===== src/rtl/handshake_pkg.sv =====
// Shared constants, state encoding and pointer helper for the handshake layer arbiters.
package handshake_pkg;

  localparam int unsigned HS_N_REQ  = 4;
  localparam int unsigned HS_DATA_W = 8;
  localparam int unsigned HS_ID_W   = 2;

  // The output slot either holds nothing or holds one buffered transfer.
  typedef enum logic {
    ST_EMPTY = 1'b0,
    ST_FULL  = 1'b1
  } hs_state_e;

  // Advance a round-robin pointer by one, wrapping at n back to 0.
  function automatic int unsigned hs_ptr_inc(input int unsigned ptr, input int unsigned n);
    int unsigned nxt;
    if (ptr + 32'd1 >= n) begin
      nxt = 32'd0;
    end else begin
      nxt = ptr + 32'd1;
    end
    return nxt;
  endfunction

endpackage


===== src/rtl/handshake_rr_arbiter_chk.sv =====
// Protocol checker for the arbiter's downstream channel and upstream readies.
module handshake_rr_arbiter_chk #(
  parameter int unsigned N_REQ  = 4,
  parameter int unsigned DATA_W = 8,
  parameter int unsigned ID_W   = 2
) (
  input logic              clk,
  input logic              rst,
  input logic [N_REQ-1:0]  req_ready,
  input logic              m_valid,
  input logic [DATA_W-1:0] m_data,
  input logic [ID_W-1:0]   m_id,
  input logic              m_ready
);

  // At most one requester is ever offered ready.
  a_ready_onehot: assert property (@(posedge clk) $onehot0(req_ready));

  // A stalled output holds its contents and offers no upstream ready.
  a_stall_stable: assert property (@(posedge clk) disable iff (rst)
    (m_valid && !m_ready) |=> (m_valid && $stable(m_data) && $stable(m_id)));

  a_stall_no_ready: assert property (@(posedge clk)
    (m_valid && !m_ready) |-> (req_ready == '0));

  // Reset always forces readies low.
  a_rst_no_ready: assert property (@(posedge clk) rst |-> (req_ready == '0));

endmodule


===== src/rtl/handshake_rr_arbiter_rr_pick.sv =====
// Combinational round-robin picker: the first asserted request strictly after
// last_grant, found by priority-encoding a doubled request vector with the
// positions before the start point masked off.
module rr_pick
  import handshake_pkg::*;
#(
  parameter int unsigned N_REQ = HS_N_REQ,
  parameter int unsigned ID_W  = HS_ID_W
) (
  input  logic [N_REQ-1:0] req,
  input  logic [ID_W-1:0]  last_grant,
  output logic [N_REQ-1:0] grant_onehot,
  output logic [ID_W-1:0]  grant_idx,
  output logic             any
);

  localparam int unsigned W2 = 2 * N_REQ;

  logic [ID_W-1:0] start_s;
  logic [W2-1:0]   dbl_s;
  logic [W2-1:0]   masked_s;
  int unsigned     pos_s;
  logic            found_s;

  // Start of the scan and the doubled request vector with bits below the start cleared.
  always_comb begin
    start_s  = ID_W'(hs_ptr_inc(32'(last_grant), N_REQ));
    dbl_s    = {req, req};
    masked_s = '0;
    for (int j = 0; j < int'(W2); j++) begin
      if (j >= int'(start_s)) begin
        masked_s[j] = dbl_s[j];
      end else begin
        masked_s[j] = 1'b0;
      end
    end
  end

  // Lowest set position of the masked vector; the upper copy guarantees a hit whenever any req is set.
  always_comb begin
    pos_s   = 32'd0;
    found_s = 1'b0;
    for (int j = 0; j < int'(W2); j++) begin
      if (masked_s[j] && !found_s) begin
        pos_s   = 32'(j);
        found_s = 1'b1;
      end else begin
        found_s = found_s;
      end
    end
  end

  // Fold the doubled position back to a requester index and form the outputs.
  always_comb begin
    any       = |req;
    grant_idx = ID_W'(pos_s % N_REQ);
    if (any) begin
      grant_onehot = N_REQ'(1'b1) << grant_idx;
    end else begin
      grant_onehot = '0;
    end
  end

endmodule


===== src/rtl/handshake_rr_arbiter.sv =====
// Round-robin arbiter sharing one registered valid/ready output slot between
// N_REQ upstream requesters; tags each buffered payload with its source index.
module handshake_rr_arbiter
  import handshake_pkg::*;
#(
  parameter int unsigned N_REQ  = HS_N_REQ,
  parameter int unsigned DATA_W = HS_DATA_W,
  parameter int unsigned ID_W   = HS_ID_W
) (
  input  logic                    clk,
  input  logic                    rst,
  input  logic [N_REQ-1:0]        req_valid,
  input  logic [N_REQ*DATA_W-1:0] req_data,
  output logic [N_REQ-1:0]        req_ready,
  output logic                    m_valid,
  output logic [DATA_W-1:0]       m_data,
  output logic [ID_W-1:0]         m_id,
  input  logic                    m_ready,
  output logic                    busy
);

  hs_state_e         state_r;
  hs_state_e         state_nxt_s;
  logic [DATA_W-1:0] data_r;
  logic [DATA_W-1:0] data_nxt_s;
  logic [ID_W-1:0]   id_r;
  logic [ID_W-1:0]   id_nxt_s;
  logic [ID_W-1:0]   last_grant_r;
  logic [ID_W-1:0]   last_grant_nxt_s;

  logic [N_REQ-1:0]  pick_onehot_s;
  logic [ID_W-1:0]   pick_idx_s;
  logic              pick_any_s;
  logic              can_accept_s;
  logic              up_xfer_s;
  logic [DATA_W-1:0] sel_data_s;

  rr_pick #(
    .N_REQ (N_REQ),
    .ID_W  (ID_W)
  ) u_pick (
    .req          (req_valid),
    .last_grant   (last_grant_r),
    .grant_onehot (pick_onehot_s),
    .grant_idx    (pick_idx_s),
    .any          (pick_any_s)
  );

  // Payload of the current winner.
  always_comb begin
    sel_data_s = '0;
    for (int i = 0; i < int'(N_REQ); i++) begin
      if (pick_onehot_s[i]) begin
        sel_data_s = req_data[i*DATA_W +: DATA_W];
      end else begin
        sel_data_s = sel_data_s;
      end
    end
  end

  // Ready to the winner whenever the slot is empty or drains this cycle; never during reset.
  always_comb begin
    can_accept_s = (state_r == ST_EMPTY) || m_ready;
    if (can_accept_s && !rst) begin
      req_ready = pick_onehot_s;
    end else begin
      req_ready = '0;
    end
    up_xfer_s = pick_any_s && can_accept_s && !rst;
  end

  // Next state of the output slot and the priority pointer.
  always_comb begin
    state_nxt_s      = state_r;
    data_nxt_s       = data_r;
    id_nxt_s         = id_r;
    last_grant_nxt_s = last_grant_r;
    case (state_r)
      ST_EMPTY: begin
        if (up_xfer_s) begin
          state_nxt_s      = ST_FULL;
          data_nxt_s       = sel_data_s;
          id_nxt_s         = pick_idx_s;
          last_grant_nxt_s = pick_idx_s;
        end else begin
          state_nxt_s = ST_EMPTY;
        end
      end
      ST_FULL: begin
        if (up_xfer_s) begin
          // Drain and reload on the same edge keeps one transfer per cycle.
          state_nxt_s      = ST_FULL;
          data_nxt_s       = sel_data_s;
          id_nxt_s         = pick_idx_s;
          last_grant_nxt_s = pick_idx_s;
        end else if (m_ready) begin
          state_nxt_s = ST_EMPTY;
        end else begin
          state_nxt_s = ST_FULL;
        end
      end
      default: begin
        state_nxt_s = ST_EMPTY;
      end
    endcase
  end

  // Output slot and pointer registers; reset points last_grant at the top so requester 0 leads.
  always_ff @(posedge clk) begin
    if (rst) begin
      state_r      <= ST_EMPTY;
      data_r       <= '0;
      id_r         <= '0;
      last_grant_r <= ID_W'(N_REQ - 32'd1);
    end else begin
      state_r      <= state_nxt_s;
      data_r       <= data_nxt_s;
      id_r         <= id_nxt_s;
      last_grant_r <= last_grant_nxt_s;
    end
  end

  assign m_valid = (state_r == ST_FULL);
  assign m_data  = data_r;
  assign m_id    = id_r;
  assign busy    = (state_r == ST_FULL);

  handshake_rr_arbiter_chk #(
    .N_REQ  (N_REQ),
    .DATA_W (DATA_W),
    .ID_W   (ID_W)
  ) u_chk (
    .clk       (clk),
    .rst       (rst),
    .req_ready (req_ready),
    .m_valid   (m_valid),
    .m_data    (m_data),
    .m_id      (m_id),
    .m_ready   (m_ready)
  );

endmodule


===== config.mk =====
export PLATFORM = sky130hd
export DESIGN_NAME = handshake_rr_arbiter
export DESIGN_NICKNAME = d
export VERILOG_FILES = /design/src/rtl/handshake_pkg.sv /design/src/rtl/handshake_rr_arbiter_chk.sv /design/src/rtl/handshake_rr_arbiter_rr_pick.sv /design/src/rtl/handshake_rr_arbiter.sv
export SDC_FILE = /design/constraint.sdc
export NUM_CORES = 1
export LEC_CHECK = 0
export ABC_AREA = 1
export BUFFER_PORTS_ARGS = -buffer_cell sky130_fd_sc_hd__buf_2
export CAP_MARGIN = 20
export CORE_UTILIZATION = 34
export DETAILED_ROUTE_END_ITERATION = 8
export GPL_TIMING_DRIVEN = 1
export PLACE_DENSITY = 0.66
export SLEW_MARGIN = 0
export SYNTH_ARGS = -nofsm -noshare
export SYNTH_HDL_FRONTEND = slang
export SYNTH_SLANG_ARGS = --single-unit
export TNS_END_PERCENT = 20

===== constraint.sdc =====
create_clock -name clk -period 1.94 [get_ports clk]
set_clock_uncertainty 0.2 [all_clocks]
set_input_delay 0.097 -clock clk [delete_from_list [all_inputs] [get_ports clk]]
set_output_delay 0.097 -clock clk [all_outputs]
set_load 0.005 [all_outputs]

; ---- Yosys cells after proc, flatten, opt, wreduce, memory -nomap -nowiden
; Index checks and enable logic that the tools add are counted.
[word_totals]
memories = 0
romBits = 0
ramBits = 0
out_inout_bits = 16
wordCells = 61
latchBits = 0
register_bits = 13
input_bits = 39
[op_classes]
bitwise_logic = 1
n_shift = 1
div_mod_pow = 0
n_addsub = 1
multipliers = 0
order_cmp = 4
reduce_logical = 20
mux = 30
n_eq_ne = 0
[op_table]
columns = op, count
row1 = 8-bit 2-to-1 mux, 5
row2 = 2-bit 2-to-1 mux, 8
row3 = 1-bit 2-to-1 mux, 14
row4 = 1-bit logical AND, 10
row5 = 1-bit zero test, 8
row6 = 4-bit 2-to-1 mux, 2
row7 = "1-bit by 2-bit >= comparator with 1-bit output, first input constant", 2
row8 = 4-bit OR reduction, 1
row9 = "1-bit by 2-bit left shift with 4-bit output, first input constant", 1
row10 = "2-bit by 1-bit adder with 3-bit output, second input constant", 1
row11 = "3-bit >= comparator, second input constant", 1
row12 = "2-bit >= comparator, first input constant", 1
row13 = 1-bit one-hot mux with 2 select lines, 1
row14 = 1-bit logical OR, 1
row15 = 1-bit inverter, 1

; ---- Depth between registers and ports, before layout
; Gate-level depths: netlist of the first run.
[logic_depth]
word_depth = 34
mapped_depth = 13

; ---- By module
; A second synthesis of the first run with hierarchy kept.
[hier_totals]
cells_unflattened = 166
area_unflattened_um2 = 984.7
[modules_own_cells]
columns = module, area_per_inst_um2, n_inst, cells_per_inst
row1 = handshake_rr_arbiter, 813.3, 1, 135
row2 = rr_pick, 171.4, 1, 31

; ---- Worst setup path after synthesis of the first run
; Ideal clock, no wire load.
[synth_timing]
kind = register to register
startpoint = reg last_grant_r[0]
endpoint = reg data_r[0], in the netlist m_data[0]
slack_ps = 179
path_buffers = 0
path_stages_with_launch = 11
setup_ps = 116
arrival_time_ps = 1445
path_cell_list = dfxtp_1 > inv_1 > ha_1 > nand2_2 > nand2_4 > nor3_4 > inv_1 > o21ai_0 > nor2_1 > nand2_1 > a21oi_1
[synth_via]
elab_chain_len = 34
elab_cells_between_ends = 44
classes_between = add/sub (1) / order compare (4) / shift (1) / mux (24) / reduce/logical (14)
[synth_lines]
columns = item, line_no
row1 = from (decl), handshake_rr_arbiter.sv:28  ; logic [ID_W-1:0] last_grant_r;
row2 = from (signal assigned), handshake_rr_arbiter.sv:114  ; last_grant_r <= ID_W'(N_REQ - 32'd1);
row3 = from (signal assigned), handshake_rr_arbiter.sv:119  ; last_grant_r <= last_grant_nxt_s;
row4 = 2-bit by 1-bit adder with 3-bit output *, handshake_pkg.sv:20  ; nxt = ptr + 32'd1;
row5 = 3-bit >= comparator, handshake_pkg.sv:17  ; if (ptr + 32'd1 >= n) begin
row6 = 2-bit 2-to-1 mux *, handshake_pkg.sv:17
row7 = 1-bit by 2-bit >= comparator with 1-bit output, handshake_rr_arbiter_rr_pick.sv:31  ; if (j >= int'(start_s)) begin
row8 = 1-bit 2-to-1 mux, handshake_rr_arbiter_rr_pick.sv:31
row9 = 1-bit 2-to-1 mux, handshake_rr_arbiter_rr_pick.sv:44  ; if (masked_s[j] && !found_s) begin
row10 = 1-bit zero test, handshake_rr_arbiter_rr_pick.sv:44
row11 = 1-bit logical AND, handshake_rr_arbiter_rr_pick.sv:44
row12 = [16 not listed], -
row13 = 1-bit zero test, handshake_rr_arbiter_rr_pick.sv:44
row14 = 1-bit logical AND, handshake_rr_arbiter_rr_pick.sv:44
row15 = 2-bit 2-to-1 mux *, handshake_rr_arbiter_rr_pick.sv:44
row16 = 1-bit by 2-bit left shift with 4-bit output *, handshake_rr_arbiter_rr_pick.sv:58  ; grant_onehot = N_REQ'(1'b1) << grant_idx;
row17 = 4-bit 2-to-1 mux *, handshake_rr_arbiter_rr_pick.sv:57  ; if (any) begin
row18 = 8-bit 2-to-1 mux (3 in series), handshake_rr_arbiter.sv:53  ; if (pick_onehot_s[i]) begin
row19 = 8-bit 2-to-1 mux *, handshake_rr_arbiter.sv:53
row20 = 8-bit 2-to-1 mux *, "handshake_rr_arbiter.sv:80, handshake_rr_arbiter.sv:90"
row21 = to (signal assigned), handshake_rr_arbiter.sv:117  ; data_r <= data_nxt_s;
row22 = to (decl), handshake_rr_arbiter.sv:24  ; logic [DATA_W-1:0] data_r;
; Mark *: on every way between the ends. The rest lies on a longest branch, timed or not. The select of a mux whose other input is x is not followed.
; A chain may end at the register's enable or synchronous reset.

; ---- Worst setup path in the final report of the first run
[layout_timing]
startpoint = reg last_grant_r[0]
endpoint = out req_ready[1]
[layout_via]
elab_chain_len = 30
elab_cells_between_ends = 40
classes_between = add/sub (1) / order compare (4) / shift (1) / mux (20) / reduce/logical (14)
[layout_lines]
columns = item, line_no
row1 = 2-bit by 1-bit adder with 3-bit output *, handshake_pkg.sv:20
row2 = 3-bit >= comparator, handshake_pkg.sv:17
row3 = 2-bit 2-to-1 mux *, handshake_pkg.sv:17
row4 = 1-bit by 2-bit >= comparator with 1-bit output, handshake_rr_arbiter_rr_pick.sv:31
row5 = 1-bit 2-to-1 mux, handshake_rr_arbiter_rr_pick.sv:31
row6 = 1-bit 2-to-1 mux, handshake_rr_arbiter_rr_pick.sv:44
row7 = 1-bit zero test, handshake_rr_arbiter_rr_pick.sv:44
row8 = 1-bit logical AND, handshake_rr_arbiter_rr_pick.sv:44
row9 = [14 not listed], -
row10 = 1-bit logical AND, handshake_rr_arbiter_rr_pick.sv:44
row11 = 1-bit 2-to-1 mux, handshake_rr_arbiter_rr_pick.sv:44
row12 = 1-bit zero test, handshake_rr_arbiter_rr_pick.sv:44
row13 = 1-bit logical AND, handshake_rr_arbiter_rr_pick.sv:44
row14 = 2-bit 2-to-1 mux *, handshake_rr_arbiter_rr_pick.sv:44
row15 = 1-bit by 2-bit left shift with 4-bit output *, handshake_rr_arbiter_rr_pick.sv:58
row16 = 4-bit 2-to-1 mux *, handshake_rr_arbiter_rr_pick.sv:57
row17 = 4-bit 2-to-1 mux *, handshake_rr_arbiter.sv:64  ; if (can_accept_s && !rst) begin
row18 = to (decl), handshake_rr_arbiter.sv:14  ; output logic [N_REQ-1:0] req_ready,
; Mark *: on every way between the ends. The rest lies on a longest branch, timed or not.

==> impl_metrics.tcl, run 1 <==
set metrics [dict create \
    clk_latency_ns 0.27 \
    grt_pass1_vias 1164 \
    grt_pass1_wl_mm 4.84 \
    drt_first_iter_violations 24 \
    timing.fmax_ghz 0.521 \
    most-common-layout-cells "buf_2 (54), nand2_1 (44), dlygate4sd3_1 (22)" \
    worst-setup-path-type "reg -> out" \
    cts_tree "built" \
    antennaDiodeCount 0 \
    power_switching_mw 0.377 \
    setup_slack_ns 0.0205 \
    hold_violations 0 \
    path_common_cell "nand2_4" \
    internal_power_mw 0.604 \
    dpl.hpwl_mm 2.16 \
    arrival_ns 1.62 \
    end_kind "output pin" \
    slew_viol_final 0 \
    firstDrtPassIters 4 \
    grt_antenna_before_repair 0 \
    worstHoldPathType "in -> reg" \
    fin_crit_ns 1.92 \
    routedWlPerCell_um 12.3 \
    cpPeakStageDelay_ns 0.35 \
    dp_slack_ns 0.0665 \
    worstMarginPinSlew_ns 0.243 \
    layout-drive-gt1-share_pct 39.3 \
    swShare_pct 38.5 \
    grt_use_total_pct 23.4 \
    combPwrFrac_pct 49.8 \
    numCtsBuffers 3 \
    cts_root_buffer "clkbuf_4" \
    whs_path_depth 6 \
    die_h_um 53.5 \
    fin_crit_sh_pct 98.9 \
    final_common_cell "buf_2" \
    core-area_mm2 0.00250 \
    grt_max_degree 11 \
    antenna_left 0 \
    crit_buf_inv 2 \
    slowest_stage "dfxtp_2" \
    vias 1293 \
    syn-num-nets 189 \
    drc 0 \
    maxCapViolCount 0 \
    crit_chain "inv_2, ha_4, nand2_4, nand2_8, nor2_4, nand3_2, nand2_4, nand2_4, nor2_2, buf_2" \
    crit_family "simple AND/OR/NAND/NOR gates" \
    slew_headroom_pct 83.8 \
    leakage_nw 0.840 \
    final_nets 276 \
    clk_path_buf_depth 2 \
    syn-cell-area_um2 902 \
    ys_warn_count 0 \
    grt.overflow.total 0 \
    crit_path_start_kind "flop" \
    dieArea_mm2 0.00286 \
    status "complete, no violations" \
    r2r_start "last_grant_r[0]" \
    viasPerCell 4.90 \
    wl_mm 3.26 \
    r2r-end "m_data[6]" \
    synthCells 148 \
    final_util_pct 63.2 \
    rows 18 \
    initial_utilization_pct 36.1 \
    yosysUniqueCellTypes 18 \
    numPortBuffers 54 \
    hp-start "m_ready" \
    cts.sinks 13 \
    rsz0062_at_grt "yes" \
    io_pins 55 \
    fin_total_pwr_mw 0.981 \
    area_growth_pct 75.2 \
    place.gp.congestion 0.916 \
    clockPowerShare_pct 17.0 \
    cts.htree.levels 1 \
    reg2reg_depth 13 \
    min_to "busy" \
    setup_viol 0 \
    ir_worst_vdd_mv 0.385 \
    crit_required_ns 1.64 \
    p_seq_share_pct 33.2 \
    crit_fanout 4 \
    ys_seq_area_share_pct 28.8 \
    yosys_register_bits 13 \
    clkTransAtPathRegs_ns 0.08 \
    p_per_area_mw_per_mm2 621 \
    avgSynthCellArea_um2 6.10 \
    r2r_slack_ns 0.07 \
    dieWidth_um 53.5 \
]
metal layers:
metal	vias up	GRT usage (%)	wire [um]
met2	55	42.1	1680
met4	0	11.0	120
met1	577	26.6	1320
li1	645	-	-
met5	-	0	0
met3	16	3.45	141
stage by stage:
stage               cell area [um2]  setup TNS (ns)  hold WS [ns]  cells
floorplan                       902               0       -0.0339    148
global placement               1220               0         0.144    233
detailed placement             1220               0         0.145    233
CTS                            1520               0      0.000146    262
global route                   1580          -0.405        0.0292    264
finish                         1580               0       0.00804    264
worst min-delay path: stages:
cell and delay, ns:
buf_2 0.09, inv_1 0.04, nand2_1 0.04, inv_1 0.06, o21ai_0 0.08, inv_1 0.05
how the worst max path moves through the flow:
stage / start / endpoint / cells past startpoint
finish: last_grant_r[0] / req_ready[1] / 10
global route: last_grant_r[0] / req_ready[1] / 10
CTS: last_grant_r[1] / req_ready[2] / 7
global placement: last_grant_r[0] / req_ready[1] / 10
floorplan: last_grant_r[0] / m_data[0] / 10
detailed placement: last_grant_r[0] / req_ready[1] / 10
area by class of cell:
cell class | instances | area (um2)
Timing Repair Buffer | 84 | 551
Tap cell | 30 | 37.5
Inverter | 14 | 52.6
Clock buffer | 4 | 26.3
Sequential cell | 13 | 263
Fill cell | 223 | 920
Multi-Input combinational cell | 119 | 651
registers in the layout (all words and copies together) (netlist names):
register / cells
busy: 1
last_grant_r: 2
m_id: 2
m_data: 8
Yosys cell counts:
cell type / n / area [um2]
nor2_1: 21 / 78.8
o21ai_0: 8 / 40.0
nand3_1: 13 / 65.1
nand3_2: 2 / 20.0
nand2_2: 7 / 43.8
nor3_4: 1 / 16.3
nand2_1: 48 / 180
inv_1: 13 / 48.8
ha_1: 2 / 25.0
nand2_4: 1 / 11.3
nor2_2: 1 / 6.26
dfxtp_1: 13 / 260
inv_2: 1 / 3.75
a21oi_2: 1 / 8.76
buf_4: 2 / 15.0
a21oi_1: 11 / 55.1
nand4_1: 2 / 12.5
nor2_4: 1 / 11.3
timing repair:
action                                 4_1_cts  5_1_grt
cloned                                       0        0
resized for setup                            8       11
pin swaps                                    6        7
setup endpoints to repair                    4       11
setup buffers                                3        2
hold buffers                                22        0
endpoints found under the hold margin       11        0
power groups by stage:
stage / Combinational (mW) / Sequential (mW) / Clock [mW]
final: 0.488 / 0.326 / 0.167
after global routing: 0.540 / 0.331 / 0.191
after CTS: 0.435 / 0.326 / 0.171
after detailed placement: 0.371 / 0.328 / 0
after global placement: 0.364 / 0.326 / 0
after floorplan: 0.235 / 0.329 / 0
cells by family after synthesis:
kind of cell	count (synthesis)	synth area share (%)
adder cells (fa/ha/maj)	2	2.77
buffers and inverters	16	7.49
flip-flops	13	28.8
AND/OR/NAND/NOR	97	49.4
AO/OA/AOI/OAI	20	11.5
(Power assumes the default switching activity.)
==> inputs of run 2 (changes only) <==
--- a/config.mk
+++ b/config.mk
@@ -12,6 +12,7 @@
 export DETAILED_ROUTE_END_ITERATION = 8
 export GPL_TIMING_DRIVEN = 1
 export PLACE_DENSITY = 0.66
+export REMOVE_ABC_BUFFERS = 1
 export SLEW_MARGIN = 0
 export SYNTH_ARGS = -nofsm -noshare
 export SYNTH_HDL_FRONTEND = slang
==> run 2 against run 1 <==
  * Power increased by 3.4%
  * Largest cell class unchanged
  * Core utilization increased by 2.6 points
  * Highest routed layer unchanged
  * Critical endpoint unchanged
  * Maximum frequency grew 0.77%
  * Flip-flop and latch count unchanged
==> impl_metrics.tcl, run 2 (synthesis results as in run 1) <==
set metrics [dict create \
    arrival_ns 1.61 \
    dpl.hpwl_mm 2.25 \
    drc 0 \
    routedWlPerCell_um 12.0 \
    cts_tree "built" \
    initial_utilization_pct 36.1 \
    crit_required_ns 1.64 \
    combPwrFrac_pct 51.4 \
    dp.cells 233 \
    internal_power_mw 0.618 \
    fin_crit_sh_pct 98.2 \
    whs_ns 0.00213 \
    crit_fanout 4 \
    place.gp.congestion 0.883 \
    rsz0062_at_grt "yes" \
    area_growth_pct 82.4 \
    final_common_cell "buf_2" \
    cts.sinks 13 \
    worstMarginPinSlew_ns 0.226 \
    most-common-layout-cells "buf_2 (54), nand2_1 (41), dlygate4sd3_1 (25)" \
    timing.fmax_ghz 0.525 \
    grt_use_total_pct 23.9 \
    core-area_mm2 0.00250 \
    tns_ns 0 \
    worst-setup-path-type "reg -> out" \
    ir_worst_vdd_mv 0.405 \
    drt_first_iter_violations 20 \
    firstDrtPassIters 6 \
    viasPerCell 4.79 \
    clkTransAtPathRegs_ns 0.08 \
    clk_latency_ns 0.27 \
    end_kind "output pin" \
    setup_viol 0 \
    wl_mm 3.21 \
    p_seq_share_pct 32.2 \
    clk_path_buf_depth 2 \
    layout-drive-gt1-share_pct 41.8 \
    cts.htree.levels 1 \
    die_h_um 53.5 \
    dieArea_mm2 0.00286 \
    p_per_area_mw_per_mm2 617 \
    final_nets 279 \
    swShare_pct 39.1 \
    grt_max_degree 11 \
    hold_violations 0 \
    rows 18 \
    slew_viol_final 0 \
    antenna_left 0 \
    cts_root_buffer "clkbuf_4" \
    maxCapViolCount 0 \
    crit_path_start_kind "flop" \
    io_pins 55 \
    fin_crit_ns 1.90 \
    power_switching_mw 0.397 \
    numCtsBuffers 3 \
    vias 1280 \
    worstHoldPathType "in -> reg" \
    numPortBuffers 54 \
    dieWidth_um 53.5 \
    fin_cells 267 \
    grt_pass1_vias 1230 \
    leakage_nw 0.858 \
    largest_reg_flops 8 \
    status "complete, no violations" \
    slew_headroom_pct 84.9 \
    antennaDiodeCount 0 \
    clockPowerShare_pct 16.4 \
    grt.overflow.total 0 \
    grt_pass1_wl_mm 4.91 \
    grt_antenna_before_repair 0 \
    r2r_slack_ns 0.04 \
]
run 2: layout make-up:
class	instances	area, um2
multi-input cells	119	681
flip-flops and latches	13	263
repair buffers	87	581
inverters	14	57.6
well taps	30	37.5
fillers	209	855
clock buffers	4	26.3
run 2: final timing paths:
path	start	end	depth (start not counted)
setup / recovery	last_grant_r[0]	req_ready[1]	10
hold reg to reg	m_id[1]	m_id[1]	2
hold / removal	m_ready	busy	6
setup reg to reg	last_grant_r[0]	m_data[4]	13
run 2: through the flow:
step                      utilization, %  power [mW]  cell area, um2  setup slack, ns
after floorplan                        -       0.560             887            0.179
after global placement              48.7       0.692            1220            0.120
after detailed placement            48.7       0.706            1220           0.0328
after CTS                           62.6       0.946            1560          0.00646
after global routing                65.8        1.09            1650          -0.0517
final                               65.8        1.01            1650           0.0352
run 2: metal layers:
layer	global-route usage [%]	up-vias	wire length [um]
li1	-	648	-
met1	26.5	571	1360
met2	42.3	48	1580
met3	2.87	13	138
met4	15.8	0	129
met5	0	-	0
run 2: what timing repair did:
action,4_1_cts,5_1_grt
setup endpoints to repair,4,11
endpoints found under the hold margin,11,0
buffers inserted,3,2
gates resized for setup,10,19
hold buffers,25,0
cloned,0,0
pin swaps,7,8
run 2: power by group through the flow:
stage	clock, mW	sequential [mW]	combinational [mW]
detailed placement	0	0.328	0.377
global route	0.180	0.331	0.576
global placement	0	0.327	0.365
floorplan	0	0.329	0.230
CTS	0.168	0.325	0.452
finish	0.167	0.326	0.522
run 2: worst max-delay path, cell delays in order, from the launching register on:
cell and delay, ns:
dfxtp_2 0.35, inv_2 0.04, ha_4 0.21, nand2_4 0.08
nand2_8 0.08, nor2_4 0.16, nand3_4 0.10, nand2_4 0.09
nand2_4 0.05, nor2_2 0.07, buf_2 0.11
==> inputs of run 3 (changes only) <==
--- a/config.mk
+++ b/config.mk
@@ -9,10 +9,11 @@
 export BUFFER_PORTS_ARGS = -buffer_cell sky130_fd_sc_hd__buf_2
 export CAP_MARGIN = 20
 export CORE_UTILIZATION = 34
+export CTS_BUF_LIST = sky130_fd_sc_hd__clkbuf_16
 export DETAILED_ROUTE_END_ITERATION = 8
 export GPL_TIMING_DRIVEN = 1
+export HOLD_SLACK_MARGIN = 0.03
 export PLACE_DENSITY = 0.66
-export REMOVE_ABC_BUFFERS = 1
 export SLEW_MARGIN = 0
 export SYNTH_ARGS = -nofsm -noshare
 export SYNTH_HDL_FRONTEND = slang
==> run 3 against run 2 <==
  * Power is 17% higher
  * Via count is 1.0% lower
  * Non-clock buffer count is 7 lower
  * Count of clock-buffer cells in the layout is 1 lower
  * Register-to-register slack better by 0.07 ns
  * Hold slack better by 0.033 ns
  * Maximum frequency is 1.9% higher
  * Critical path depth is 1 lower
  * Final cell count is 2.6% lower
  * Design area is 2.1% lower
  * Clock power is 130% higher
==> impl_metrics.tcl, run 3 (synthesis results as in run 1) <==
set metrics [dict create \
    rows 18 \
    most-common-layout-cells "buf_2 (54), nand2_1 (44), dlygate4sd3_1 (20)" \
    grt_use_total_pct 24.1 \
    fin_total_pwr_mw 1.19 \
    whs_path_depth 5 \
    dieArea_mm2 0.00286 \
    antennaDiodeCount 0 \
    hold_violations 0 \
    crit_fanout 4 \
    crit_path_start_kind "flop" \
    dieWidth_um 53.5 \
    drt_first_iter_violations 25 \
    maxCapViolCount 0 \
    initial_utilization_pct 36.1 \
    setup_viol 0 \
    cts_root_buffer "clkbuf_16" \
    cts_tree "built" \
    hp-start "req_data[6]" \
    worstMarginPinSlew_ns 0.253 \
    min_to "m_data[6]" \
    rsz0062_at_grt "yes" \
    p_per_area_mw_per_mm2 740 \
    area_growth_pct 78.5 \
    ir_worst_vdd_mv 0.568 \
    largest_reg_flops 8 \
    die_h_um 53.5 \
    grt_pass1_wl_mm 4.81 \
    antenna_left 0 \
    drc 0 \
    whs_ns 0.0354 \
    leakage_nw 0.855 \
    final_common_cell "buf_2" \
    fin_crit_sh_pct 96.4 \
    slew_headroom_pct 83.1 \
    tns_ns 0 \
    clkTransAtPathRegs_ns 0.04 \
    routedWlPerCell_um 12.3 \
    place.gp.congestion 0.916 \
    crit_required_ns 1.64 \
    grt_pass1_vias 1187 \
    cts.htree.levels 1 \
    firstDrtPassIters 4 \
    layout-drive-gt1-share_pct 40.0 \
    r2r-end "m_data[2]" \
    reg2reg_depth 12 \
    clk_path_buf_depth 2 \
    r2r_slack_ns 0.11 \
    worstHoldPathType "in -> reg" \
    status "complete, no violations" \
    io_pins 55 \
    grt.overflow.total 0 \
    numCtsBuffers 3 \
    core-area_mm2 0.00250 \
    grt_antenna_before_repair 0 \
    dpl.hpwl_mm 2.16 \
    end_kind "output pin" \
    slew_viol_final 0 \
    viasPerCell 4.87 \
    final_nets 272 \
    wl_mm 3.19 \
    clk_latency_ns 0.24 \
    arrival_ns 1.57 \
    vias 1267 \
    final_util_pct 64.4 \
    worst-setup-path-type "reg -> out" \
    r2r_start "last_grant_r[0]" \
    timing.fmax_ghz 0.535 \
    grt_max_degree 11 \
    numPortBuffers 54 \
    fin_crit_ns 1.87 \
    cts.sinks 13 \
]
[run 3: cell types whose count changed in the layout (fill, tap and decap cells not counted), sizes merged]
cell	before	now
inv	14	15
buf	62	60
clkbuf	4	3
dlygate4sd3	25	20
[run 3: worst max-delay path by stage]
stage	start	end	slack, ns	depth (start not counted)
floorplan	last_grant_r[0]	m_data[0]	0.18	10
detailed placement	last_grant_r[0]	req_ready[1]	0.07	10
finish	last_grant_r[0]	req_ready[0]	0.07	9
global route	last_grant_r[0]	m_data[3]	-0.02	13
CTS	last_grant_r[0]	req_ready[1]	0.003	10
global placement	last_grant_r[0]	req_ready[1]	0.13	10
[run 3: cell type report]
cell class / instances / area, um2
Clock buffer: 3 / 75.1
Inverter: 14 / 52.6
Clock inverter: 1 / 3.75
Fill cell: 224 / 890
Tap cell: 30 / 37.5
Timing Repair Buffer: 80 / 515
Sequential cell: 13 / 263
Multi-Input combinational cell: 119 / 663
[run 3: critical path: stages (launching register included)]
cell,delay [ns]
dfxtp_2,0.34
inv_2,0.05
ha_4,0.23
nand2_4,0.08
nand2_8,0.07
nor2_4,0.12
buf_4,0.13
nand2_4,0.05
a21oi_2,0.13
buf_2,0.12
[run 3: what timing repair did]
item | in CTS | in global routing
endpoints found under the setup margin | 2 | 11
pin swaps | 6 | 5
buffers inserted | 2 | 1
hold buffers | 20 | 0
gates resized for setup | 5 | 18
endpoints found under the hold margin | 11 | 0
[run 3: layer usage]
layer,part of all wire [%],global-route usage (%),vias to the layer above
li1,-,-,637
met1,39,25.2,551
met2,49,39.2,61
met3,6.0,6.03,18
met4,5.6,21.9,0
met5,0,0,-
[run 3: where the power goes]
group | leakage [nW] | switching, mW | internal, mW
clock network | 0.0423 | 0.110 | 0.271
registers | 0.108 | 0.0210 | 0.306
logic | 0.704 | 0.272 | 0.212
total | 0.855 | 0.402 | 0.789
[run 3: through the flow]
stage | setup slack (ns) | cell area, um2 | std cells
floorplan | 0.179 | 902 | 148
finish | 0.0703 | 1610 | 260
CTS | 0.00258 | 1530 | 259
detailed placement | 0.0665 | 1220 | 233
global placement | 0.127 | 1220 | 233
global route | -0.0246 | 1610 | 260
